**config.mk**
```make
export PLATFORM = sky130hd
export DESIGN_NAME = time_set_keypad
export DESIGN_NICKNAME = d
export VERILOG_FILES = /design/src/rtl/time_set_keypad.sv
export SDC_FILE = /design/constraint.sdc
export NUM_CORES = 1
export LEC_CHECK = 0
export CAP_MARGIN = 20
export CORE_MARGIN = 2
export CORE_UTILIZATION = 39
export CTS_BUF_LIST = sky130_fd_sc_hd__clkbuf_8
export CTS_CLUSTER_DIAMETER = 200
export DETAILED_ROUTE_END_ITERATION = 12
export PLACE_DENSITY_LB_ADDON = 0.12
export SLEW_MARGIN = 0
export SYNTH_ARGS = -nofsm -noshare
export SYNTH_HDL_FRONTEND = slang
export SYNTH_SLANG_ARGS = --single-unit
```
**constraint.sdc**
```tcl
create_clock -name clk -period 2.8 [get_ports clk]
set_clock_uncertainty 0.1 [all_clocks]
set_input_delay 0.84 -clock clk [delete_from_list [all_inputs] [get_ports clk]]
set_output_delay 0.84 -clock clk [all_outputs]
set_load 0.01 [all_outputs]
```
**src/rtl/time_set_keypad.sv**
```systemverilog
// time_set_keypad
// Front end for the clock's time-setting controls. The raw K0/K1/K2/QD
// switches are synchronised and debounced on the main clock. The block then
// turns them into single-cycle hour/minute increment pulses, with
// press-and-hold auto-repeat. A set-mode level and a seconds-clear pulse are
// also derived from the debounced K0.

module time_set_keypad #(
  parameter int DB_CYCLES  = 20,
  parameter int RPT_DELAY  = 500,
  parameter int RPT_PERIOD = 100,
  parameter int CNT_W      = 10
) (
  input  logic clk,
  input  logic rst,
  input  logic k0,
  input  logic k1,
  input  logic k2,
  input  logic qd,
  output logic set_mode,
  output logic sec_clr,
  output logic hour_inc,
  output logic min_inc
);

  // Channel indices into the packed switch vectors.
  localparam int CH_K0 = 0;
  localparam int CH_K1 = 1;
  localparam int CH_K2 = 2;
  localparam int CH_QD = 3;
  localparam int N_CH  = 4;

  // Terminal counts, pre-sized to the timer width.
  localparam logic [CNT_W-1:0] DB_LAST     = CNT_W'(DB_CYCLES - 1);
  localparam logic [CNT_W-1:0] DELAY_LAST  = CNT_W'(RPT_DELAY - 1);
  localparam logic [CNT_W-1:0] PERIOD_LAST = CNT_W'(RPT_PERIOD - 1);
  localparam logic [CNT_W-1:0] CNT_ZERO    = '0;
  localparam logic [CNT_W-1:0] CNT_ONE     = CNT_W'(1);

  typedef enum logic [1:0] {
    IDLE   = 2'd0,
    DELAY  = 2'd1,
    REPEAT = 2'd2
  } state_t;

  // ---------------------------------------------------------------------
  // Signals
  // ---------------------------------------------------------------------
  logic [N_CH-1:0]  raw_s;
  logic [N_CH-1:0]  sync1_r;
  logic [N_CH-1:0]  sync2_r;
  logic [N_CH-1:0]  db_r;
  logic [N_CH-1:0]  db_nx_s;
  logic [CNT_W-1:0] db_cnt_r    [N_CH];
  logic [CNT_W-1:0] db_cnt_nx_s [N_CH];

  logic             set_mode_d_r;
  logic             sec_clr_r;
  logic             sec_clr_nx_s;

  logic             go_s;
  logic             pulse_s;
  state_t           state_r;
  state_t           state_nx_s;
  logic [CNT_W-1:0] timer_r;
  logic [CNT_W-1:0] timer_nx_s;

  logic             hour_nx_s;
  logic             min_nx_s;
  logic             hour_inc_r;
  logic             min_inc_r;

  assign raw_s = {qd, k2, k1, k0};

  // ---------------------------------------------------------------------
  // Synchroniser: two flops per raw input before anything looks at it
  // ---------------------------------------------------------------------

  // Two-stage synchroniser for all four switch inputs.
  always_ff @(posedge clk or posedge rst) begin
    if (rst) begin
      sync1_r <= 4'b0000;
      sync2_r <= 4'b0000;
    end else begin
      sync1_r <= raw_s;
      sync2_r <= sync1_r;
    end
  end

  // ---------------------------------------------------------------------
  // Debounce: per-channel disagreement counter. The accepted level only
  // flips after DB_CYCLES consecutive samples that differ from it. Any
  // matching sample in between restarts the count, which is what rejects
  // short glitches.
  // ---------------------------------------------------------------------

  // Next debounced level and counter for each channel.
  always_comb begin
    db_nx_s = db_r;
    for (int i = 0; i < N_CH; i++) begin
      db_cnt_nx_s[i] = CNT_ZERO;
      if (sync2_r[i] != db_r[i]) begin
        if (db_cnt_r[i] == DB_LAST) begin
          db_nx_s[i]     = sync2_r[i];
          db_cnt_nx_s[i] = CNT_ZERO;
        end else begin
          db_nx_s[i]     = db_r[i];
          db_cnt_nx_s[i] = db_cnt_r[i] + CNT_ONE;
        end
      end else begin
        db_nx_s[i]     = db_r[i];
        db_cnt_nx_s[i] = CNT_ZERO;
      end
    end
  end

  // Debounced levels and their counters.
  always_ff @(posedge clk or posedge rst) begin
    if (rst) begin
      db_r <= 4'b0000;
      for (int i = 0; i < N_CH; i++) begin
        db_cnt_r[i] <= CNT_ZERO;
      end
    end else begin
      db_r <= db_nx_s;
      for (int i = 0; i < N_CH; i++) begin
        db_cnt_r[i] <= db_cnt_nx_s[i];
      end
    end
  end

  // ---------------------------------------------------------------------
  // Set mode / seconds clear
  // ---------------------------------------------------------------------

  // Seconds clear fires only on the rising edge of the debounced K0.
  always_comb begin
    sec_clr_nx_s = db_r[CH_K0] & ~set_mode_d_r;
  end

  // Delayed set-mode copy for edge detection, plus the registered pulse.
  always_ff @(posedge clk or posedge rst) begin
    if (rst) begin
      set_mode_d_r <= 1'b0;
      sec_clr_r    <= 1'b0;
    end else begin
      set_mode_d_r <= db_r[CH_K0];
      sec_clr_r    <= sec_clr_nx_s;
    end
  end

  // ---------------------------------------------------------------------
  // Auto-repeat FSM: one shared timer. It counts the initial hold delay
  // in DELAY and the repeat period in REPEAT. It is cleared on every
  // pulse and whenever the FSM drops back to IDLE, so it never wraps.
  // ---------------------------------------------------------------------

  // Adjust is live only in set mode, with the button held and a target chosen.
  always_comb begin
    go_s = db_r[CH_K0] & db_r[CH_QD] & (db_r[CH_K1] | db_r[CH_K2]);
  end

  // FSM state and timer registers, plus the registered increment outputs.
  always_ff @(posedge clk or posedge rst) begin
    if (rst) begin
      state_r    <= IDLE;
      timer_r    <= CNT_ZERO;
      hour_inc_r <= 1'b0;
      min_inc_r  <= 1'b0;
    end else begin
      state_r    <= state_nx_s;
      timer_r    <= timer_nx_s;
      hour_inc_r <= hour_nx_s;
      min_inc_r  <= min_nx_s;
    end
  end

  // Next-state, timer and pulse-request logic.
  always_comb begin
    state_nx_s = IDLE;
    timer_nx_s = CNT_ZERO;
    pulse_s    = 1'b0;
    case (state_r)
      IDLE: begin
        if (go_s) begin
          pulse_s    = 1'b1;
          timer_nx_s = CNT_ZERO;
          state_nx_s = DELAY;
        end else begin
          pulse_s    = 1'b0;
          timer_nx_s = CNT_ZERO;
          state_nx_s = IDLE;
        end
      end
      DELAY: begin
        if (!go_s) begin
          pulse_s    = 1'b0;
          timer_nx_s = CNT_ZERO;
          state_nx_s = IDLE;
        end else if (timer_r == DELAY_LAST) begin
          pulse_s    = 1'b1;
          timer_nx_s = CNT_ZERO;
          state_nx_s = REPEAT;
        end else begin
          pulse_s    = 1'b0;
          timer_nx_s = timer_r + CNT_ONE;
          state_nx_s = DELAY;
        end
      end
      REPEAT: begin
        if (!go_s) begin
          pulse_s    = 1'b0;
          timer_nx_s = CNT_ZERO;
          state_nx_s = IDLE;
        end else if (timer_r == PERIOD_LAST) begin
          pulse_s    = 1'b1;
          timer_nx_s = CNT_ZERO;
          state_nx_s = REPEAT;
        end else begin
          pulse_s    = 1'b0;
          timer_nx_s = timer_r + CNT_ONE;
          state_nx_s = REPEAT;
        end
      end
      default: begin
        pulse_s    = 1'b0;
        timer_nx_s = CNT_ZERO;
        state_nx_s = IDLE;
      end
    endcase
  end

  // Route each pulse to the current target. The target is sampled on every
  // pulse rather than latched at the start of the hold, with K1 having priority.
  always_comb begin
    hour_nx_s = 1'b0;
    min_nx_s  = 1'b0;
    if (pulse_s) begin
      if (db_r[CH_K1]) begin
        hour_nx_s = 1'b1;
        min_nx_s  = 1'b0;
      end else if (db_r[CH_K2]) begin
        hour_nx_s = 1'b0;
        min_nx_s  = 1'b1;
      end else begin
        hour_nx_s = 1'b0;
        min_nx_s  = 1'b0;
      end
    end else begin
      hour_nx_s = 1'b0;
      min_nx_s  = 1'b0;
    end
  end

  assign set_mode = db_r[CH_K0];
  assign sec_clr  = sec_clr_r;
  assign hour_inc = hour_inc_r;
  assign min_inc  = min_inc_r;

endmodule

```
# After elaboration in Yosys (flattened, before gate mapping)
# Index checks and enable logic that the tools add are counted.
# totals
reg_bits,68
output_inout_bits,4
wordCells,72
# op_classes
addsub,5
eq_ne,12
n_mux,29
bitwise_logic,5
reduce_logical,5
# ops
operator,count
10-bit two-way mux,12
10-bit by 1-bit adder with 10-bit output (second input constant),5
10-bit by 5-bit == test with 1-bit output (second input constant),4
10-bit case mux with 2 select lines,1
1-bit two-way mux,11
10-bit by 7-bit == test with 1-bit output (second input constant),1
10-bit by 9-bit == test with 1-bit output (second input constant),1
2-bit AND reduction,4
2-bit two-way mux,3
2-bit case mux with 3 select lines,1
1-bit != test,4
1-bit AND,3
1-bit case mux with 3 select lines,1
2-bit by 1-bit == test with 1-bit output (second input constant),1
2-bit == test (second input constant),1
2-bit zero test,1
1-bit inverter,1
1-bit bitwise OR,1

# Depth between registers and ports, before layout
# depth
word_depth,5
depth_mapped,5
mapped_depth_nobuf,5

# Least setup slack after synthesis
# OpenSTA, ideal clock, no wires.
# synth_path
path_kind,register -> register
start,reg timer_r[0]
end,reg timer_r[5]
period_less_slack_ns,1.809
required_ns,2.555
n_path_buf,0
slack_ns,0.991
path_stages_with_launch,5
setup_ns,0.145
arrival_time_ns,1.565
path_cell_list,dfrtp_1 -> ha_1 -> or4b_4 -> o31ai_4 -> a221oi_1
# synth_between
elab_chain_len,4
elab_cells_between_ends,8
classes_between,1 x add/sub; 2 x eq/ne; 5 x mux
# synth_lines
item,line_no,rtl
from (decl),65,logic [CNT_W-1:0] timer_r;
from (signal assigned),172,timer_r <= timer_nx_s;
10-bit by 1-bit adder with 10-bit output (tied with other cells),"206, 221",
"10-bit two-way mux, on equally long branches","215, 200",
"10-bit two-way mux, on equally long branches","211, 196",
10-bit case mux with 2 select lines (*),183,case (state_r)
named net timer_nx_s[5],66,logic [CNT_W-1:0] timer_nx_s;
# Mark *: on every way through the listed nets, which the timed path passes. The rest lies on a longest branch.
# A chain may end at the register's enable or synchronous reset.

# Final worst setup path
# layout_path
start,reg db_r[0]
end,out set_mode
# layout_lines
item,line_no,rtl
from (decl),52,logic [N_CH-1:0] db_r;
from (signal assigned),125,db_r <= db_nx_s;
to (decl),20,"output logic set_mode,"
# No word-level cell between the ends.

==> metrics.cfg <==
[run_status]
status = finished clean

[cts]
cts_num_sinks = 68
path_clk_slew_ps = 80
clk_path_buf_depth = 2
cts-root-buf = clkbuf_8
cts_setup_buffers = 0
cts_resized = 0
h-tree-depth = 3
insertion_delay_ps = 340
cts_tree = built
cts.hold.buffers_added = 0
cts_buffers = 9

[die]
dieArea_mm2 = 0.00900
pin_count = 10
start_util_pct = 39.8
die_h_um = 94.9
core_area_mm2 = 0.00809
die_w_um = 94.9
rows = 33

[grt]
grt_pass1_wl_mm = 10.2
grt_max_degree = 69
grt_antenna_before_repair = 0
grt_pass1_vias = 2158
grt.overflow.total = 0
track_usage_pct = 14.7

[synth]
synthesis.nets = 313
synthDistinctLibCells = 43
synth_seq_cells = 68
syn_area_mm2 = 0.00322
netlist_instances = 298
synth.top_cell.area_share_pct = 52.8
synth_edf_count = 0
async_reset_ff_share_pct = 100
yosysWarnings = 0
yosys-top-cells-area = dfrtp_1 53%, ha_1 3.5%, nand3_1 3.4%, a21oi_1 3.1%, xor2_1 3.0%
syn_avg_cell_area_um2 = 10.8
yosys.area.top_type = dfrtp_1
synth.most_common_cell = dfrtp_1
seq_area_frac_synth_pct = 52.8
synth_commonest_cells = 68 x dfrtp_1, 23 x nor2_1, 22 x nand3_1
ys.flop_type = dfrtp_1

[finish]
antenna_cells = 0
fin_cells = 426
finalNetCount = 331
utilization_pct = 45.4
fin_area_mm2 = 0.00368
nFillCells = 784
drive_gt1_share_pct = 10.3
multiInputGateArea_mm2 = 0.00144
area_growth_pct = 14.1
regArea_mm2 = 0.00170

[sta]
finalCritPeriodShare_pct = 81.5
setup-tns-final_ps = 0
rsz0062_at_grt = false
slew_headroom_pct = 61.8
fmax_ghz = 0.438
final-hold-violation-count = 0
setup_viol = 0
tightest_slew_ps = 572
hold_slack_ps = 250
drv_slew = 0
fin_crit_ps = 2280

[power_and_ir_drop]
p_leak_uw = 0.00149
combPwrFrac_pct = 3.9
p_sw_uw = 432
clkPwrFrac_pct = 44.9
max-vdd-ir-drop_v = 0.000290
intPower_uw = 1560
p_per_area_mw_per_mm2 = 541
switching_share_pct = 21.7
seqPwrFrac_pct = 51.2

[setup_path]
required_ps = 1860
critical_path_class = reg2out
end_kind = output port
path_cells = clkdlybuf4s50_1
path_delay_family = buffers and inverters
worst-path-max-fanout = 6
r2r_slack_ps = 780
worst_ep_arrival_time_ps = 1340
critPathLaunchType = flop
max_stage_delay_ps = 570
path_buf_inv = 1
slowest_stage = clkdlybuf4s50_1

[place]
portBuffers = 9
placed_area_mm2 = 0.00345
dp_hpwl_mm = 3.86
dp_cells = 410
place.gp.congestion = 0.720

[route]
drt-initial-drc-count = 101
avgRoutedWirePerCell_um = 13.5
drtAntennaViolNets = 0
dr.pass1.iters = 4
vias_per_cell = 5.34
drc_errors = 0
wirelength_mm = 5.74
vias = 2274

[flow_run]
cap_violations = 0

[worst_hold_path]
hold_class = reg2reg

==> cell usage in the layout (no fill, tap or decap), drive strengths merged, types with 2 or more instances in the layout <==
| cell | instances |
|---|---|
| a211oi | 5 |
| a21oi | 20 |
| a221oi | 5 |
| a31o | 2 |
| and3b | 2 |
| buf | 2 |
| bufinv | 2 |
| clkbuf | 10 |
| clkdlybuf4s50 | 9 |
| clkinv | 4 |
| dfrtp | 68 |
| ha | 9 |
| inv | 15 |
| mux2 | 4 |
| nand2 | 16 |
| nand3 | 22 |
| nand4 | 7 |
| nor2 | 23 |
| nor4 | 5 |
| nor4b | 2 |
| o21ai | 13 |
| o31ai | 13 |
| o41ai | 2 |
| or3 | 14 |
| or4 | 13 |
| xnor2 | 8 |
| xor2 | 11 |
==> metal layers <==
layer	vias up	part of all wire [%]	GRT usage, %	wire [um]
li1	1152	-	-	-
met4	0	1.0	4.71	59
met3	4	3.4	5.35	193
met2	25	46	22.3	2630
met1	1093	50	19.5	2860
met5	-	0	0	0
==> registers in the layout (all words and copies together), names as in the netlist <==
signal and flops:
db_cnt_r 40, timer_r 10, db_r 4, sync1_r 4, sync2_r 4, state_r 2, hour_inc 1, min_inc 1
sec_clr 1, set_mode_d_r 1
==> layout make-up <==
cell class                      instances  share of cell area, %
Clock inverter                          6                   2.38
Inverter                               15                   1.53
Tap cell                              105                   3.57
Clock buffer                           10                   3.74
Sequential cell                        68                   46.3
Multi-Input combinational cell        211                   39.3
Timing Repair Buffer                   11                   3.20
==> power by group through the flow <==
stage,clock (uW),combinational [uW],sequential (uW)
after floorplan,0,57.1,1030
after global placement,0,81.2,1040
after detailed placement,0,81.0,1040
after CTS,929,81.6,1020
after global routing,973,93.0,1020
final,893,77.6,1020
==> worst paths after layout <==
path,start,end,cells past startpoint
max,db_r[0],set_mode,1
min in group asynchronous,rst,db_cnt_r[8],3
min,sync1_r[0],sync2_r[0],0
max in group asynchronous,rst,db_cnt_r[25],3
max reg2reg,timer_r[0],timer_r[8],4
min reg2reg,sync1_r[0],sync2_r[0],0
==> kinds of logic (layout without fill, tap and decap cells) <==
logic type      count (synthesis)  after routing  share of synthesized area (%)
compound gates                 66             66                           15.1
xor+xnor                       19             19                           5.17
fa+ha+maj                       9              9                           3.50
buf+inv                        19             42                           2.37
flops                          68             68                           52.8
mux                             5              5                           1.71
simple gates                  112            112                           19.3
==> through the flow <==
| step | power, uW | worst slack, ps |
|---|---|---|
| after floorplan | 1090 | 148 |
| after global placement | 1120 | 818 |
| after detailed placement | 1120 | 793 |
| after CTS | 2030 | 482 |
| after global routing | 2090 | 423 |
| final | 1990 | 517 |
Note: power is estimated with default switching activity, not from simulation.
